**config.mk**
```make
export PLATFORM = sky130hd
export DESIGN_NAME = gesture_stroke_scheduler
export DESIGN_NICKNAME = d
export VERILOG_FILES = /design/src/rtl/gesture_stroke_scheduler.sv
export SDC_FILE = /design/constraint.sdc
export NUM_CORES = 1
export LEC_CHECK = 0
export CORE_MARGIN = 2
export CORE_UTILIZATION = 45
export CTS_BUF_LIST = sky130_fd_sc_hd__clkbuf_8
export CTS_CLUSTER_SIZE = 14
export DETAILED_ROUTE_END_ITERATION = 7
export GPL_TIMING_DRIVEN = 0
export PLACE_DENSITY = 0.71
export SETUP_SLACK_MARGIN = 0.5
export SLEW_MARGIN = 20
export SYNTH_ARGS = -nofsm -noshare
export SYNTH_HDL_FRONTEND = slang
export SYNTH_SLANG_ARGS = --single-unit
```
**constraint.sdc**
```tcl
create_clock -name clk -period 10.7 [get_ports clk]
set_clock_uncertainty 0.05 [all_clocks]
set_input_delay 2.14 -clock clk [delete_from_list [all_inputs] [get_ports clk]]
set_output_delay 2.14 -clock clk [all_outputs]
set_load 0.02 [all_outputs]
```
**src/rtl/gesture_stroke_scheduler.sv**
```systemverilog
// Gesture stroke scheduler: windows a position stream into a saturated stroke delta,
// drives one classifier request per stroke and hands the result downstream.
//
// state     | meaning
// S_IDLE    | waiting for the first sample of a stroke (anchor)
// S_COLLECT | counting samples until the window is full
// S_EVAL    | saturate delta, compare magnitude to threshold
// S_ISSUE   | one-cycle classifier request
// S_WAIT    | waiting for classifier result, bounded by TIMEOUT
// S_PRESENT | result held on gest_valid until downstream accepts
// S_COOL    | idle cooldown before the next stroke may open
module gesture_stroke_scheduler #(
  parameter int DATA_BITS = 16,
  parameter int WINDOW    = 8,
  parameter int THRESH    = 32,
  parameter int TIMEOUT   = 16,
  parameter int COOLDOWN  = 64
) (
  input  logic                        clk,
  input  logic                        rst,
  input  logic                        sample_valid,
  input  logic signed [DATA_BITS-1:0] sample_x,
  input  logic signed [DATA_BITS-1:0] sample_y,
  output logic                        cls_delta_valid,
  output logic signed [DATA_BITS-1:0] cls_delta_x,
  output logic signed [DATA_BITS-1:0] cls_delta_y,
  input  logic [1:0]                  cls_gesture,
  input  logic                        cls_gesture_valid,
  output logic                        gest_valid,
  output logic [1:0]                  gest_code,
  input  logic                        gest_ready,
  output logic                        busy,
  output logic                        drop_pulse,
  output logic                        timeout_pulse
);

  localparam int W1      = DATA_BITS + 1;
  localparam int CNT_W   = $clog2(WINDOW + 1);
  localparam int TMR_MAX = (TIMEOUT > COOLDOWN) ? TIMEOUT : COOLDOWN;
  localparam int TMR_W   = $clog2(TMR_MAX + 1);
  localparam int CD_LOAD = (COOLDOWN > 0) ? COOLDOWN - 1 : 0;

  typedef enum logic [2:0] {
    S_IDLE, S_COLLECT, S_EVAL, S_ISSUE, S_WAIT, S_PRESENT, S_COOL
  } state_t;

  // With no cooldown configured, finished strokes fall straight back to IDLE.
  localparam state_t S_AFTER = (COOLDOWN == 0) ? S_IDLE : S_COOL;

  state_t                        state;
  logic [CNT_W-1:0]              sample_cnt;
  logic [TMR_W-1:0]              timer;
  logic signed [DATA_BITS-1:0]   anchor_x, anchor_y, last_x, last_y;
  logic signed [W1-1:0]          dx_raw, dy_raw;
  logic signed [DATA_BITS-1:0]   dx_sat, dy_sat;
  logic [W1-1:0]                 mag;

  function automatic logic signed [DATA_BITS-1:0] sat(input logic signed [W1-1:0] v);
    if (v[W1-1] != v[W1-2])
      return v[W1-1] ? {1'b1, {(DATA_BITS-1){1'b0}}} : {1'b0, {(DATA_BITS-1){1'b1}}};
    else
      return v[DATA_BITS-1:0];
  endfunction

  // One extra bit keeps |most-negative| exact.
  function automatic logic [W1-1:0] absval(input logic signed [DATA_BITS-1:0] v);
    logic [W1-1:0] e;
    e = {v[DATA_BITS-1], v};
    return v[DATA_BITS-1] ? (~e + 1'b1) : e;
  endfunction

  always_comb begin
    dx_raw = {last_x[DATA_BITS-1], last_x} - {anchor_x[DATA_BITS-1], anchor_x};
    dy_raw = {last_y[DATA_BITS-1], last_y} - {anchor_y[DATA_BITS-1], anchor_y};
    dx_sat = sat(dx_raw);
    dy_sat = sat(dy_raw);
    mag    = absval(dx_sat) + absval(dy_sat);
  end

  always_ff @(posedge clk or posedge rst) begin
    if (rst) begin
      state           <= S_IDLE;
      sample_cnt      <= '0;
      timer           <= '0;
      anchor_x        <= '0;
      anchor_y        <= '0;
      last_x          <= '0;
      last_y          <= '0;
      cls_delta_valid <= 1'b0;
      cls_delta_x     <= '0;
      cls_delta_y     <= '0;
      gest_valid      <= 1'b0;
      gest_code       <= '0;
      busy            <= 1'b0;
      drop_pulse      <= 1'b0;
      timeout_pulse   <= 1'b0;
    end else begin
      cls_delta_valid <= 1'b0;
      drop_pulse      <= 1'b0;
      timeout_pulse   <= 1'b0;
      case (state)
        S_IDLE: if (sample_valid) begin
          anchor_x   <= sample_x;
          anchor_y   <= sample_y;
          sample_cnt <= CNT_W'(1);
          state      <= S_COLLECT;
          busy       <= 1'b1;
        end
        S_COLLECT: if (sample_valid) begin
          sample_cnt <= sample_cnt + 1'b1;
          if (sample_cnt == CNT_W'(WINDOW - 1)) begin
            last_x <= sample_x;
            last_y <= sample_y;
            state  <= S_EVAL;
          end
        end
        S_EVAL: begin
          if (mag >= W1'(THRESH)) begin
            cls_delta_x     <= dx_sat;
            cls_delta_y     <= dy_sat;
            cls_delta_valid <= 1'b1;
            state           <= S_ISSUE;
          end else begin
            drop_pulse <= 1'b1;
            state      <= S_AFTER;
            timer      <= TMR_W'(CD_LOAD);
            busy       <= (COOLDOWN != 0);
          end
        end
        S_ISSUE: begin
          timer <= TMR_W'(TIMEOUT - 1);
          state <= S_WAIT;
        end
        S_WAIT: begin
          if (cls_gesture_valid) begin
            gest_code  <= cls_gesture;
            gest_valid <= 1'b1;
            state      <= S_PRESENT;
          end else if (timer == '0) begin
            timeout_pulse <= 1'b1;
            state         <= S_AFTER;
            timer         <= TMR_W'(CD_LOAD);
            busy          <= (COOLDOWN != 0);
          end else begin
            timer <= timer - 1'b1;
          end
        end
        S_PRESENT: if (gest_ready) begin
          gest_valid <= 1'b0;
          state      <= S_AFTER;
          timer      <= TMR_W'(CD_LOAD);
          busy       <= (COOLDOWN != 0);
        end
        S_COOL: begin
          if (timer == '0) begin
            state <= S_IDLE;
            busy  <= 1'b0;
          end else begin
            timer <= timer - 1'b1;
          end
        end
        default: begin
          state <= S_IDLE;
          busy  <= 1'b0;
        end
      endcase
    end
  end

endmodule
```
After elaboration in Yosys (flattened, before gate mapping). Index checks and enable logic that the tools add are counted.

Register bits after elaboration: 117. Input port bits: 39. Output and inout bits: 39. Word-level logic and storage cells: 102.

$add $sub $neg: 7. Order comparisons: 1. Equality and inequality tests: 20. Mux-type cells: 41. Bitwise gates (word level): 3. Reductions and logical operators: 15.

Operator list (number): two-way mux 16 bit (4); two-way mux 7 bit (5); case mux 7 bit (5 select lines) (1); adder 17 x 1 -> 17 bit (second input constant) (2); two-way mux 17 bit (2); inverter 17 bit (2); subtractor 16 x 16 -> 17 bit (2); two-way mux 3 bit (8); case mux 3 bit (7 select lines) (1); inequality test 2 bit (second input constant) (10); adder 17 bit (1); >= comparator 17 x 6 -> 1 bit (second input constant) (1); two-way mux 1 bit (15); equality test 3 bit (second input constant) (3); AND reduction 3 bit (3); two-way mux 4 bit (2); case mux 4 bit (2 select lines) (1); zero test 7 bit (1); AND reduction 7 bit (1); subtractor 7 x 1 -> 7 bit (second input constant) (1); equality test 3 x 2 -> 1 bit (second input constant) (2); case mux 1 bit (6 select lines) (1); AND reduction 2 bit (3); AND reduction 6 bit (1); 12 further kinds (14).

Depth between registers and ports, before layout.
Word-level depth: 10. Gate-level depth with buffers: 37.

Least setup slack after synthesis. No wires, ideal clock.

Kind: register to register. From: register last_y[0]. To: register cls_delta_x[0]. Library setup time: 125 ps. Data arrival time: 6981 ps. Required time: 10525 ps. Setup slack: 3544 ps. Cell stages (with the launch flop): 36. Buffers on the path: 5. Cells stage by stage: dfrtp_1 -> inv_1 -> ha_1 -> inv_1 -> fa_1 -> a21oi_1 -> o2111ai_1 -> o211ai_1 -> o21ai_0 -> a31oi_1 -> ha_1 -> and3_1 -> a2bb2oi_1 -> and2_1 -> buf_2 -> o21ai_0 -> inv_1 -> ha_1 -> nand2b_1 -> nor3b_1 -> nor4b_1 -> a21oi_1 -> xor2_1 -> ha_1 -> clkbuf_1 -> nand2_1 -> mux2_2 -> a211o_1 -> mux2i_1 -> nand3_1 -> or4b_1 -> buf_2 -> and2_4 -> buf_6 -> buf_12 -> mux2_4.

Longest elaborated chain between the ends: 9. Elaborated cells between the ends (all ways): 10.

RTL lines: start, declared (line 53) `logic signed [DATA_BITS-1:0] anchor_x, anchor_y, last_x, last_y;`; start signal, assigned (line 113) `last_y <= sample_y;`; subtractor 16 x 16 -> 17 bit * (line 74) `dy_raw = {last_y[DATA_BITS-1], last_y} - {anchor_y[DATA_BITS-1], anchor_y};`; two-way mux 16 bit / inequality test 1 bit (equally long branches) (line 60, 59); two-way mux 16 bit * (line 59) `if (v[W1-1] != v[W1-2])`; via dy_sat[0] (line 55) `logic signed [DATA_BITS-1:0] dx_sat, dy_sat;`; inverter 17 bit (line 69) `return v[DATA_BITS-1] ? (~e + 1'b1) : e;`; adder 17 x 1 -> 17 bit (line 69); two-way mux 17 bit * (line 69); adder 17 bit * (line 77) `mag = absval(dx_sat) + absval(dy_sat);`; >= comparator 17 x 6 -> 1 bit * (line 118) `if (mag >= W1'(THRESH)) begin`; AND reduction 2 bit (no source line) *; end signal, assigned (line 119) `cls_delta_x <= dx_sat;`; end, declared (line 25) `output logic signed [DATA_BITS-1:0] cls_delta_x,`.

Mark *: on every way through the listed nets, which the timed path passes. The rest lies on a longest branch. A chain may end at the register's enable or synchronous reset.

Worst setup path in the final report. Same ends and word-level chain as after synthesis.

==> impl.org <==
** Worst hold path
- Worst Hold Path Cells :: 1
- The path class of the tightest hold or removal check is flip-flop to flip-flop.
- Start point of the worst min-delay path :: gest_code[1]$_DFFE_PP0P_

** Status
- The flow ran to the end, but the final reports show violations.
- Violated checks :: design-rule violations

** Floorplanning
- Number of rows in the core area :: 49
- Number of placed I/O pins :: 78
- The die covers 19610 sq um.
- Chip Height :: 140.0 um
- Horiz. Die Dim :: 140.0 um
- The region available for standard cell placement spans 18090 sq um.
- For this configuration, the core starts out at a cell density of 46.05%.

** STA
- Setup repair after global routing missed its margin :: false
- Final Cycle Share :: 79.59%
- Number of setup violations in the final report :: 0
- Summed over all failing endpoints, the final setup total negative slack is 0 ns.
- Normalized max-slew margin :: 48.12%
- Measured slew at the worst slew-check pin :: 0.7700 ns
- Highest achievable clock rate :: 0.1174 GHz
- Hold violation count in the final report :: 0
- Hold timing on the final database bottoms out at a slack of 0.4612 ns.
- The final-report max-slew violation count is 0.
- Time the worst path needs with I/O delays and setup :: 8.516 ns

** Clocking
- Sinks on the clock net :: 117
- The number of hold buffers added after CTS was 0.
- CTS Root Cell :: sky130_fd_sc_hd__clkbuf_8
- Clock-pin slew was measured on the worst setup and hold paths at 0.07 ns.
- TritonCTS built the clock tree.
- Insertion delay to the later sink of the worst-skew pair :: 0.47 ns
- Post_cts resized :: 0
- Bufs on Longest Clock Path :: 2
- Clock H-tree levels :: 4
- TritonCTS created 17 clock buffers.
- Count of buffers added by post-CTS timing repair for setup :: 0

** Worst setup path
- Number of buffers and inverters on the critical path :: 8
- Worst setup path class :: flip-flop to flip-flop
- In this design, the stage delay of the slowest critical-path cell is 0.62 ns.
- In this run the critical register-to-register path is launched from last_y[0]$_DFFE_PP0P_.
- Peak fanout along the critical path :: 10
- Worst R2R Setup Slack :: 2.18 ns
- STA classifies the critical path endpoint as a flip-flop.
- STA puts the critical path data arrival time at 8.80 ns.
- Standard cell with the maximum stage delay on the critical path :: sky130_fd_sc_hd__nor4b_1
- Counting cells, the worst reg-to-reg path comes to 36.
- Required time of the worst setup path :: 10.99 ns
- Type of origin of the critical path :: flip-flop
- The cell family contributing the most delay on the critical path is simple AND/OR/NAND/NOR gates.
- Counting buffers and inverters, the worst setup path is 36 cells deep.
- Worst setup path startpoint :: last_y[0]$_DFFE_PP0P_

** Routing
- Count of antenna-violating nets left after detailed routing :: 0
- After the first detailed-routing iteration, the DRC count stood at 488.
- The pre-antenna-repair detailed-routing pass consisted of 7 iterations.
- After detailed routing, the number of vias per cell comes to 5.585.
- DR WL/cell :: 15.94 um
- The final route contains 6964 vias.
- Summed over all layers, the routed wires come to 19870 um.
- After detailed routing, the number of remaining DRC violations is 4.

** Synthesis
- Ranked by total cell area, the synthesized netlist is headed by sky130_fd_sc_hd__dfrtp_1 (35%), sky130_fd_sc_hd__ha_1 (8.4%), sky130_fd_sc_hd__mux2_2 (5.9%).
- After synthesis, flip-flops and latches occupy 35.16% of the total area.
- Yosys mapped a number of flops with a built-in enable equal to 0.
- Most used flip-flop cell after synthesis :: sky130_fd_sc_hd__dfrtp_1
- Seq cells post-synth :: 117
- Averaged over all synthesized cells, the footprint is 9.182 sq um.
- The cell area that synthesis handed to floorplanning was 8328 sq um.
- Post-synthesis cell type count :: 78
- Post-Synthesis Cells :: 907
- Yosys printed 0 warnings.
- The share of synthesized area in the top cell type comes to 35.16%.
- In the synthesized netlist the async set-or-reset flop fraction comes to 100.0%.
- The number of nets in the synthesized netlist is 1005.
- Yosys top cell by area :: sky130_fd_sc_hd__dfrtp_1

** Final layout
- Cells fill 54.31% of the core in the end.
- Relative area change from synthesis to final layout :: 17.94%
- After the last flow step, the layout net total stands at 1103.
- The number of antenna diodes in the final layout is 0.
- Share of post-route cells with drive strength above 1 :: 12.48%

** Global route
- The number of global-route vias before repair came to 6606.
- All-layer global routing usage :: 21.15%
- Number of antenna violations at the first check in global routing :: 0
- The first global-routing pass estimated 33400 um of wire.
- Global routing finished with a remaining overflow of 0.
- Entering global routing, the biggest net connects 76 pins.

** Place
- In this run the tool buffered the top-level ports with 77 buffer cells.
- The HPWL after detailed placement is 15220 um.
- Global placement routability congestion :: 0.9353

** Flow run
- # Max-Cap Violations :: 0
[through the flow]
| step | setup WS [ns] | cell area (sq um) | std cells |
|---|---|---|---|
| 2_1_floorplan | 3.544 | 8328 | 907 |
| 3_3_place_gp | 2.366 | 9385 | 1213 |
| 3_5_place_dp | 2.366 | 9429 | 1215 |
| 4_1_cts | 2.309 | 9822 | 1247 |
| 5_1_grt | 1.461 | 9822 | 1247 |
| 6_report | 2.184 | 9822 | 1247 |
[worst paths after layout]
kind                                              end
hold / removal               gest_code[1]$_DFFE_PP0P_
max in group asynchronous        timer[4]$_DFFE_PP0P_
setup / recovery           cls_delta_x[0]$_DFFE_PP0P_
min in group asynchronous  cls_delta_x[2]$_DFFE_PP0P_
hold reg to reg              gest_code[1]$_DFFE_PP0P_
setup reg to reg           cls_delta_x[0]$_DFFE_PP0P_
[cell type report]
type                    instances  area (sq um)
plain buffers                  34         186.4
flip-flops and latches        117          2928
well taps                     229         286.5
clock buffers                  17         234.0
inverters                      69         264.0
clock inverters                15         158.9
fillers                      1626          8264
multi-input cells             687          4961
repair buffers                 79         803.3
[per-layer routing]
layer	GRT usage, %	wire [um]
met1	29.66	9687
met2	32.85	8930
met3	4.615	881
met4	6.645	374
met5	0	0
[cell usage after synthesis, types with 4 or more instances]
library cell / n
sky130_fd_sc_hd__a2bb2oi_1: 5
sky130_fd_sc_hd__a21o_1: 16
sky130_fd_sc_hd__o211ai_1: 12
sky130_fd_sc_hd__or2_2: 6
sky130_fd_sc_hd__nand2b_1: 11
sky130_fd_sc_hd__and2_1: 7
sky130_fd_sc_hd__inv_1: 68
sky130_fd_sc_hd__dfrtp_1: 117
sky130_fd_sc_hd__o21a_1: 8
sky130_fd_sc_hd__o21ai_0: 75
sky130_fd_sc_hd__mux2i_1: 6
sky130_fd_sc_hd__a211oi_1: 5
sky130_fd_sc_hd__xor2_1: 23
sky130_fd_sc_hd__nor4_1: 5
sky130_fd_sc_hd__nor3b_1: 8
sky130_fd_sc_hd__mux2_4: 24
sky130_fd_sc_hd__nor2b_1: 9
sky130_fd_sc_hd__o2111ai_1: 4
sky130_fd_sc_hd__xnor2_1: 21
sky130_fd_sc_hd__a21oi_1: 54
sky130_fd_sc_hd__o21bai_1: 5
sky130_fd_sc_hd__nand2_1: 96
sky130_fd_sc_hd__o22ai_1: 5
sky130_fd_sc_hd__and3_1: 6
sky130_fd_sc_hd__buf_1: 4
sky130_fd_sc_hd__ha_1: 56
sky130_fd_sc_hd__nor3_1: 13
sky130_fd_sc_hd__nor4b_1: 4
sky130_fd_sc_hd__mux2_2: 44
sky130_fd_sc_hd__a21boi_0: 6
sky130_fd_sc_hd__nand3_1: 18
sky130_fd_sc_hd__nor2_1: 53
sky130_fd_sc_hd__a31oi_1: 13
sky130_fd_sc_hd__clkbuf_1: 24
sky130_fd_sc_hd__o31ai_1: 9
[cell families after synthesis]
| group | after synthesis | synth area share, % |
|---|---|---|
| flops | 117 | 35.16 |
| xor+xnor | 44 | 4.627 |
| simple gates | 256 | 14.98 |
| compound gates | 254 | 19.76 |
| mux | 74 | 11.00 |
| buf+inv | 103 | 5.348 |
| fa+ha+maj | 59 | 9.135 |
[sequential cells by signal (all words and copies together), names as in the netlist]
signal and count:
state 3, cls_delta_y 16, sample_cnt 4, gest_valid 1
last_y 16, last_x 16, anchor_x 16, drop_pulse 1
timeout_pulse 1, timer 7, cls_delta_x 16, anchor_y 16
busy 1, gest_code 2, cls_delta_valid 1
[worst reg2reg max path, delay by kind of cell, from the launching register on]
kind | cells | cell delay (ns)
AND/OR/NAND/NOR | 10 | 2.54
AO/OA/AOI/OAI | 11 | 2.38
adder cells (fa/ha/maj) | 5 | 1.52
buffers and inverters | 8 | 1.04
flip-flops | 1 | 0.38
multiplexers | 1 | 0.30
XOR/XNOR | 1 | 0.19
[layout by cell type, fill, tap and decap left out, types with 7 or more instances in the layout]
master,instances
sky130_fd_sc_hd__clkbuf_1,24
sky130_fd_sc_hd__o21ai_0,75
sky130_fd_sc_hd__nand3_1,18
sky130_fd_sc_hd__a21oi_1,54
sky130_fd_sc_hd__clkbuf_8,17
sky130_fd_sc_hd__o31ai_1,9
sky130_fd_sc_hd__nor3b_1,8
sky130_fd_sc_hd__a21o_1,16
sky130_fd_sc_hd__mux2_2,44
sky130_fd_sc_hd__nor3_1,13
sky130_fd_sc_hd__dfrtp_1,117
sky130_fd_sc_hd__nand2_1,96
sky130_fd_sc_hd__a31oi_1,13
sky130_fd_sc_hd__inv_1,67
sky130_fd_sc_hd__nor2_1,53
sky130_fd_sc_hd__nand2b_1,11
sky130_fd_sc_hd__o211ai_1,12
sky130_fd_sc_hd__mux2_4,24
sky130_fd_sc_hd__nor2b_1,9
sky130_fd_sc_hd__and2_1,7
sky130_fd_sc_hd__xor2_1,23
sky130_fd_sc_hd__xnor2_1,21
sky130_fd_sc_hd__ha_1,56
sky130_fd_sc_hd__o21a_1,8
sky130_fd_sc_hd__clkdlybuf4s50_1,77
Power is left out: the tool's default activity adds up to more than one toggle a clock period on the data nets, which glitch-free logic cannot reach.
